`config.mk`:
```
export PLATFORM = sky130hd
export DESIGN_NAME = rx_frame_writer
export DESIGN_NICKNAME = d
export VERILOG_FILES = /design/src/rtl/rx_pkg.sv /design/src/rtl/rx_frame_writer.sv
export SDC_FILE = /design/constraint.sdc
export NUM_CORES = 1
export LEC_CHECK = 0
export CORE_UTILIZATION = 45
export CTS_BUF_LIST = sky130_fd_sc_hd__clkbuf_8
export CTS_CLUSTER_DIAMETER = 30
export DETAILED_ROUTE_END_ITERATION = 10
export DONT_BUFFER_PORTS = 1
export PLACE_DENSITY = 0.6
export SLEW_MARGIN = 20
export SYNTH_ARGS = -nofsm -noshare
export SYNTH_HDL_FRONTEND = slang
export SYNTH_SLANG_ARGS = --single-unit
```
`constraint.sdc`:
```
create_clock -name clk156 -period 5.9 [get_ports clk156]
set_clock_uncertainty 0.2 [all_clocks]
set_input_delay 0.885 -clock clk156 [delete_from_list [all_inputs] [get_ports clk156]]
set_output_delay 0.885 -clock clk156 [all_outputs]
set_load 0.03 [all_outputs]
```
`src/rtl/rx_pkg.sv`:
```
// Shared constants, FSM encoding and byte-count helper for the MAC receive
// frame writer.
package rx_pkg;

  localparam int BUF_AW = 10;

  localparam logic [BUF_AW-1:0] MAX_OCCUPANCY = 10'd511;

  // The frame length lives in the low 16 bits of the header QWORD.
  localparam int HDR_LEN_LSB = 0;
  localparam int HDR_LEN_W   = 16;

  typedef enum logic [1:0] {
    ST_IDLE = 2'd0,
    ST_RECV = 2'd1,
    ST_HDR  = 2'd2,
    ST_DROP = 2'd3
  } rx_state_t;

  function automatic logic [3:0] keep_bytes(input logic [7:0] keep);
    logic [3:0] n;
    n = 4'd0;
    for (int i = 0; i < 8; i++) begin
      n = n + {3'b000, keep[i]};
    end
    return n;
  endfunction

endpackage

```
`src/rtl/rx_frame_writer.sv`:
```
// Writes MAC receive frames into a 1024x64 ring buffer behind a reserved
// length header, committing only complete good frames that fit.
module rx_frame_writer
  import rx_pkg::BUF_AW, rx_pkg::HDR_LEN_LSB, rx_pkg::HDR_LEN_W, rx_pkg::rx_state_t,
         rx_pkg::ST_IDLE, rx_pkg::ST_RECV, rx_pkg::ST_HDR, rx_pkg::ST_DROP,
         rx_pkg::keep_bytes;
#(
  parameter logic [9:0] MAX_FRAME_QW  = 10'd191,
  parameter logic [9:0] MAX_OCCUPANCY = 10'd511
) (
  input  logic              clk156,
  input  logic              reset,
  input  logic [63:0]       mac_rx_tdata,
  input  logic [7:0]        mac_rx_tkeep,
  input  logic              mac_rx_tvalid,
  input  logic              mac_rx_tlast,
  input  logic              mac_rx_tuser,
  input  logic [BUF_AW-1:0] commited_rd_address,
  output logic              wr_en,
  output logic [BUF_AW-1:0] wr_addr,
  output logic [63:0]       wr_data,
  output logic [BUF_AW-1:0] commited_wr_address,
  output logic [31:0]       dropped_frames
);

  rx_state_t         state, state_nxt;
  logic [BUF_AW-1:0] hdr_addr, hdr_addr_nxt;
  logic [15:0]       byte_cnt, byte_cnt_nxt;
  logic [9:0]        data_qw, data_qw_nxt;
  logic              wr_en_nxt;
  logic [BUF_AW-1:0] wr_addr_nxt;
  logic [63:0]       wr_data_nxt;
  logic              commit_pend, commit_pend_nxt;
  logic [BUF_AW-1:0] commit_val, commit_val_nxt;
  logic              drop_inc;
  logic [BUF_AW-1:0] base_addr, occupancy, free_qw;
  logic              fits;
  logic [3:0]        beat_bytes;
  logic [63:0]       header;

  // A commit still in flight is forwarded so a frame starting right after a
  // header never reuses a slot that is about to be committed.
  assign base_addr  = commit_pend ? commit_val : commited_wr_address;
  assign occupancy  = base_addr - commited_rd_address;
  assign free_qw    = MAX_OCCUPANCY - occupancy;
  assign fits       = (free_qw >= MAX_FRAME_QW);
  assign beat_bytes = keep_bytes(mac_rx_tkeep);

  always_ff @(posedge clk156) begin
    if (reset) state <= ST_IDLE;
    else       state <= state_nxt;
  end

  always_comb begin
    state_nxt       = state;
    hdr_addr_nxt    = hdr_addr;
    byte_cnt_nxt    = byte_cnt;
    data_qw_nxt     = data_qw;
    wr_en_nxt       = 1'b0;
    wr_addr_nxt     = wr_addr;
    wr_data_nxt     = mac_rx_tdata;
    commit_pend_nxt = 1'b0;
    commit_val_nxt  = commit_val;
    drop_inc        = 1'b0;
    header          = '0;
    header[HDR_LEN_LSB +: HDR_LEN_W] = byte_cnt;

    case (state)
      ST_IDLE: begin
        if (mac_rx_tvalid) begin
          if (fits) begin
            hdr_addr_nxt = base_addr;
            wr_en_nxt    = 1'b1;
            wr_addr_nxt  = base_addr + 10'd1;
            byte_cnt_nxt = {12'd0, beat_bytes};
            data_qw_nxt  = 10'd1;
            if (!mac_rx_tlast)     state_nxt = ST_RECV;
            else if (mac_rx_tuser) state_nxt = ST_HDR;
            else                   drop_inc  = 1'b1;
          end else if (mac_rx_tlast) begin
            drop_inc = 1'b1;
          end else begin
            state_nxt = ST_DROP;
          end
        end
      end

      ST_RECV: begin
        if (mac_rx_tvalid) begin
          // One slot of the footprint belongs to the header.
          if (data_qw >= MAX_FRAME_QW - 10'd1) begin
            if (mac_rx_tlast) begin
              drop_inc  = 1'b1;
              state_nxt = ST_IDLE;
            end else begin
              state_nxt = ST_DROP;
            end
          end else begin
            wr_en_nxt    = 1'b1;
            wr_addr_nxt  = hdr_addr + 10'd1 + data_qw;
            byte_cnt_nxt = byte_cnt + {12'd0, beat_bytes};
            data_qw_nxt  = data_qw + 10'd1;
            if (mac_rx_tlast) begin
              if (mac_rx_tuser) begin
                state_nxt = ST_HDR;
              end else begin
                drop_inc  = 1'b1;
                state_nxt = ST_IDLE;
              end
            end
          end
        end
      end

      ST_HDR: begin
        wr_en_nxt       = 1'b1;
        wr_addr_nxt     = hdr_addr;
        wr_data_nxt     = header;
        commit_pend_nxt = 1'b1;
        commit_val_nxt  = hdr_addr + 10'd1 + data_qw;
        state_nxt       = ST_IDLE;
        // A beat here broke the inter-frame gap, so that new frame is lost.
        if (mac_rx_tvalid) begin
          if (mac_rx_tlast) drop_inc  = 1'b1;
          else              state_nxt = ST_DROP;
        end
      end

      ST_DROP: begin
        if (mac_rx_tvalid && mac_rx_tlast) begin
          drop_inc  = 1'b1;
          state_nxt = ST_IDLE;
        end
      end

      default: state_nxt = ST_IDLE;
    endcase
  end

  always_ff @(posedge clk156) begin
    if (reset) begin
      hdr_addr            <= '0;
      byte_cnt            <= '0;
      data_qw             <= '0;
      wr_en               <= 1'b0;
      wr_addr             <= '0;
      wr_data             <= '0;
      commit_pend         <= 1'b0;
      commit_val          <= '0;
      commited_wr_address <= '0;
      dropped_frames      <= '0;
    end else begin
      hdr_addr    <= hdr_addr_nxt;
      byte_cnt    <= byte_cnt_nxt;
      data_qw     <= data_qw_nxt;
      wr_en       <= wr_en_nxt;
      wr_addr     <= wr_addr_nxt;
      wr_data     <= wr_data_nxt;
      commit_pend <= commit_pend_nxt;
      commit_val  <= commit_val_nxt;
      if (commit_pend) commited_wr_address <= commit_val;
      if (drop_inc && (dropped_frames != 32'hFFFF_FFFF))
        dropped_frames <= dropped_frames + 32'd1;
    end
  end

endmodule

```
# Word level (Yosys, flattened, before mapping)
# Cells that the tools add are included.
dict set report classes {
  addsub 15
  order_cmp 2
  eq_ne 12
  n_mux 46
  n_reduce_logical 10
}
# op count
set ops {}
lappend ops {{$mux W10} 9}
lappend ops {{$mux W16} 5}
lappend ops {{$add A32 B1 Y32 const B} 1}
lappend ops {{$ne A32 B32 Y1 const B} 1}
lappend ops {{$pmux W16 S2} 1}
lappend ops {{$add A10 B1 Y10 const B} 3}
lappend ops {{$pmux W10 S3} 1}
lappend ops {{$mux W2} 12}
lappend ops {{$ge A10 B8 Y1 const B} 2}
lappend ops {{$pmux W10 S2} 1}
lappend ops {{$add A16 B4 Y16} 1}
lappend ops {{$add A4 B1 Y4} 4}
lappend ops {{$mux W1} 14}
lappend ops {{$add A10 B10 Y10} 1}
lappend ops {{$ne A2 B2 Y1 const B} 5}
lappend ops {{$reduce_and A5 Y1} 2}
lappend ops {{$sub A10 B10 Y10} 1}
lappend ops {{$sub A9 B10 Y10 const A} 1}
lappend ops {{$ne A3 B3 Y1 const B} 3}
lappend ops {{$pmux W2 S4} 1}
lappend ops {{$reduce_and A6 Y1} 1}
lappend ops {{$add A3 B1 Y4} 1}
lappend ops {{$eq A2 B2 Y1 const B} 2}
lappend ops {{$pmux W1 S4} 1}
lappend ops {{10 further kinds} 11}
dict set report word_totals {
  reg_bits 166
  out_inout_bits 117
  word_cells 97
}

# Depth between registers and ports, before layout
dict set report logic_depth {
  ltp_word 11
  ltp_mapped 16
  mapped_depth_nobuf 16
}

# Least setup slack after synthesis
# No wires, ideal clock.
dict set report synth_path {
  path_kind {input-to-reg}
  from {input mac_rx_tkeep[0]}
  to {register byte_cnt[15]}
  setup_ns 0.070
  arrival_time_ns 4.499
  t_required_ns 5.630
  setup_slack_ns 1.130
  path_stages 16
  n_path_buf 0
  cell_sequence {inv_1 fa_1 fa_1 fa_1 inv_1 ha_1 fa_1 ha_1 a21o_1 a21oi_1 nor2b_1 o21ai_0 nor2_1 nand4_1 or3_1 a21oi_1}
}
dict set report synth_via {
  elab_chain_cells 11
}
# item line_no
set synth_lines {}
lappend synth_lines {{start, declared} rx_frame_writer.sv:14} ;# input logic [7:0] mac_rx_tkeep,
lappend synth_lines {{$add A1 B1 Y2} rx_pkg.sv:24} ;# n = n + {3'b000, keep[i]};
lappend synth_lines {{$add A2 B1 Y3} rx_pkg.sv:24}
lappend synth_lines {{$add A3 B1 Y4} rx_pkg.sv:24}
lappend synth_lines {{$add A4 B1 Y4 (4 in series)} rx_pkg.sv:24}
lappend synth_lines {{$add A16 B4 Y16} rx_frame_writer.sv:101} ;# byte_cnt_nxt = byte_cnt + {12'd0, beat_bytes};
lappend synth_lines {{$mux W16} rx_frame_writer.sv:91} ;# if (data_qw >= MAX_FRAME_QW - 10'd1) begin
lappend synth_lines {{$mux W16} rx_frame_writer.sv:89} ;# if (mac_rx_tvalid) begin
lappend synth_lines {{$pmux W16 S2} rx_frame_writer.sv:68} ;# case (state)
lappend synth_lines {{end signal, assigned} rx_frame_writer.sv:154} ;# byte_cnt <= byte_cnt_nxt;
lappend synth_lines {{end, declared} rx_frame_writer.sv:28} ;# logic [15:0] byte_cnt, byte_cnt_nxt;
# Every way passes these cells. The select of a mux whose other input is x is not followed.
# A chain may end at the register's enable or synchronous reset.

# Worst setup path after layout
dict set report layout_path {
  from {register commit_pend}
  to {register dropped_frames[25]}
}
dict set report layout_via {
  elab_chain_cells 8
}
# item line_no
set layout_lines {}
lappend layout_lines {{start, declared} rx_frame_writer.sv:33} ;# logic commit_pend, commit_pend_nxt;
lappend layout_lines {{start signal, assigned} rx_frame_writer.sv:159} ;# commit_pend <= commit_pend_nxt;
lappend layout_lines {{$mux W10} n/a}
lappend layout_lines {{$sub A10 B10 Y10} rx_frame_writer.sv:44} ;# assign occupancy = base_addr - commited_rd_address;
lappend layout_lines {{$sub A9 B10 Y10} rx_frame_writer.sv:45} ;# assign free_qw = MAX_OCCUPANCY - occupancy;
lappend layout_lines {{$ge A10 B8 Y1} rx_frame_writer.sv:46} ;# assign fits = (free_qw >= MAX_FRAME_QW);
lappend layout_lines {{$mux W1} rx_frame_writer.sv:71} ;# if (fits) begin
lappend layout_lines {{$mux W1} rx_frame_writer.sv:70} ;# if (mac_rx_tvalid) begin
lappend layout_lines {{$pmux W1 S4} rx_frame_writer.sv:68}
lappend layout_lines {{$logic_and A1 B1 Y1} rx_frame_writer.sv:162} ;# if (drop_inc && (dropped_frames != 32'hFFFF_FFFF))
lappend layout_lines {{end signal, assigned} rx_frame_writer.sv:163} ;# dropped_frames <= dropped_frames + 32'd1;
lappend layout_lines {{end, declared} rx_frame_writer.sv:23} ;# output logic [31:0] dropped_frames
# Every way passes these cells.

==> summary.txt <==
Cells and area
  • Layout area overhead: 7.80%
  • Final net count: 1018
  • # diodes: 0
  • FF+latch area: 0.00332 sq mm
  • FILL cells: between 1500 and 2000
  • Share of cells above drive strength 1: between 6 and 7%
  • Multi-input combinational cell area: about 0.0043 sq mm
  • Final Instance Area: 0.00858 sq mm

Logic synthesis
  • Top-count cell post-synth: dfxtp_1
  • Cell taking the most area after synthesis: dfxtp_1
  • Commonest cells post-synth: 166 x dfxtp_1, 77 x nor2_1, 72 x a21oi_1
  • Syn_area_per_cell: 8.85 sq um
  • Ys flop type: dfxtp_1
  • Seq/Total Area, Yosys: 41.7%
  • Number of synthesized flops with an enable pin: 0
  • Mapped Nets: around 1000
  • Library cells used by synthesis: 60
  • Async S/R FF share, synth: 0%
  • Mapped Area: 0.00796 sq mm
  • Largest cells by area after synthesis: dfxtp_1 42%, ha_1 6.4%, a21oi_1 4.5%
  • Synth Instances: about 900
  • YS warnings: 0
  • Share of Yosys cell area claimed by the top area cell type: a little over two fifths
  • #FFs+latches synth: 166

Drt
  • Router iterations before antenna repair: 5
  • Total number of vias: between 6000 and 7000
  • WL/cell: roughly 17 um
  • Routed wire length: a little under 20 mm
  • Drc violations: 0
  • DR iter-0 viols: 307
  • Vias per cell: between 5 and 6
  • Post-route ant nets: 0

Power
  • Clk network pwr share: about a quarter
  • Maximum vdd drop: 0.189 mV
  • Net switching power: 1.37 mW
  • Leakage power: between 3 and 4 nW
  • Switching share of total power: approximately 40%
  • Total power: 3.39 mW
  • Sequential Power Share: around 46%
  • Power density over the cells: 395 mW/mm^2
  • Internal power: just over 2 mW
  • Comb power frac: 29.4%

STA
  • Final hold slack: around 0.26 ns
  • Transition time of the tightest slew-check pin: ~0.85 ns
  • Tmin final: a little under 5 ns
  • Setup WS post-layout: 1.07 ns
  • Max Slew Vio Count: 0
  • Rel. slew slack: a little over two fifths
  • Max Clk Rate: 207 MHz
  • RSZ-0062 raised after global routing: false
  • Final Hold Vio Count: 0
  • Fin crit share: just over 80%
  • Setup_tns: 0 ns
  • Final Setup Violations: 0

GRT
  • First-pass GRT wire length: a little over 30 mm
  • Grt ovf: 0
  • Number of global-route vias before repair: around 5800
  • Initial antenna violation count: 0
  • Total GRT Usage: between 20% and 30%
  • Largest net degree at the start of global routing: 111

Clock tree
  • Worst-Skew Late Latency: roughly 0.45 ns
  • Clk sinks: 166
  • Clk buf depth: 2
  • Cts repair resizes: 0
  • CTS Root Cell: clkbuf_8
  • Hold_buf cts: 0
  • Setup bufs post-CTS: 0
  • Clk pin slew, worst setup/hold paths: 0.10 ns
  • CTS tree: yes
  • Num CTS Buffers: 17
  • # H-tree levels: 4

Setup path
  • Crit. Startpoint: commit_pend
  • Worst Path Required: 6.04 ns
  • CP endpoint kind: flip-flop
  • Setup crit start kind: flip-flop
  • Path type of the worst setup path: flip-flop to flip-flop
  • Critical Path Fanout Max: 40
  • Worst flop-to-flop path startpoint: commit_pend
  • Critical Path AT: 4.97 ns

Job
  • Max Cap Viol: 0

Placement
  • DP Area: about 0.0082 sq mm
  • Final HPWL DP: 13.6 mm
  • DP Worst Slack: 0.806 ns
  • Placer Congestion: 0.787
  • PortBufs: 0

Die
  • Initial core utilization: 46.0%
  • # IOs: between 200 and 250
  • Die area: around 0.018 sq mm
  • Die width: 135 um
  • Chip height: roughly 140 um
  • Core Rows: 48
  • Core area: roughly 0.017 sq mm

Run status
  • Outcome: completed

Worst hold path
  • Hold Path Class: flip-flop to flip-flop
  • Hold path startpoint: commit_val[9]
==> cell families after synthesis <==
group                    count (synthesis)  synth area share [%]
AND/OR/NAND/NOR                        334                  22.1
flip-flops                             166                  41.7
adder cells (fa/ha/maj)                 48                  8.20
XOR/XNOR                                26                  2.86
multiplexers                            36                  4.59
buffers and inverters                   81                  3.91
AO/OA/AOI/OAI                          208                  16.6
==> through the flow <==
step / utilization [%] / cells
floorplan: - / 899
global placement: 47.3 / 1089
detailed placement: 47.3 / 1089
CTS: 49.6 / 1121
global route: 49.6 / 1121
finish: 49.6 / 1121
==> routing by layer <==
metal | track usage (%) | wire length, um | share of wire (%)
met4 | 7.49 | 261 | 1.3
met2 | 35.5 | 9280 | 47
met1 | 26.4 | 8610 | 44
met5 | 0 | 0 | 0
met3 | 5.63 | 1410 | 7.2
==> sequential cells by signal, indices dropped and copies added, names as in the netlist <==
name and count:
commit_pend 1, dropped_frames 32, commited_wr_address 10, wr_data 64, hdr_addr 10, wr_addr 10
byte_cnt 16, wr_en 1, state 2, commit_val 10, data_qw 10
==> final timing paths <==
path | end | slack, ns | cells past startpoint
worst min register to register | commit_val[9] | 0.26 | 2
worst max-delay path | dropped_frames[25] | 1.07 | 10
worst max register to register | dropped_frames[25] | 1.07 | 10
worst min-delay path | commit_val[9] | 0.26 | 2
==> power groups by stage <==
stage	sequential, mW	clock, mW	combinational (mW)
after floorplan	1.53	0	0.786
after global placement	1.58	0	0.987
after detailed placement	1.58	0	0.994
after CTS	1.55	0.870	0.999
after global routing	1.57	0.912	1.11
final	1.55	0.845	0.996
==> critical path, cell delays in order (launching register included) <==
cell and delay (ns):
dfxtp_1 0.75, mux2i_1 0.56, ha_1 0.33, ha_1 0.39, xnor2_1 0.16, or3_1 0.36, a2111oi_4 0.42, o21ai_2 0.24
a21oi_4 0.70, and4b_1 0.28, mux2_1 0.30
==> cell type report <==
cell class,instances,area share [%]
well taps,225,3.28
clock inverters,15,2.03
multi-input cells,652,50.7
clock buffers,17,2.73
repair buffers,13,1.14
flip-flops and latches,166,38.7
inverters,33,1.44
==> placed cells by master, fill, tap and decap left out, types with 19 or more instances in the layout <==
cell / instances
ha_1: 40
inv_1: 34
mux2i_1: 32
xnor2_1: 19
nor2_1: 76
or3_1: 37
nand2_1: 51
dfxtp_1: 166
a211oi_1: 20
a21oi_1: 72
nand3_1: 31
o21ai_0: 48
and2_1: 54
Power figures use the tool's default switching activity.
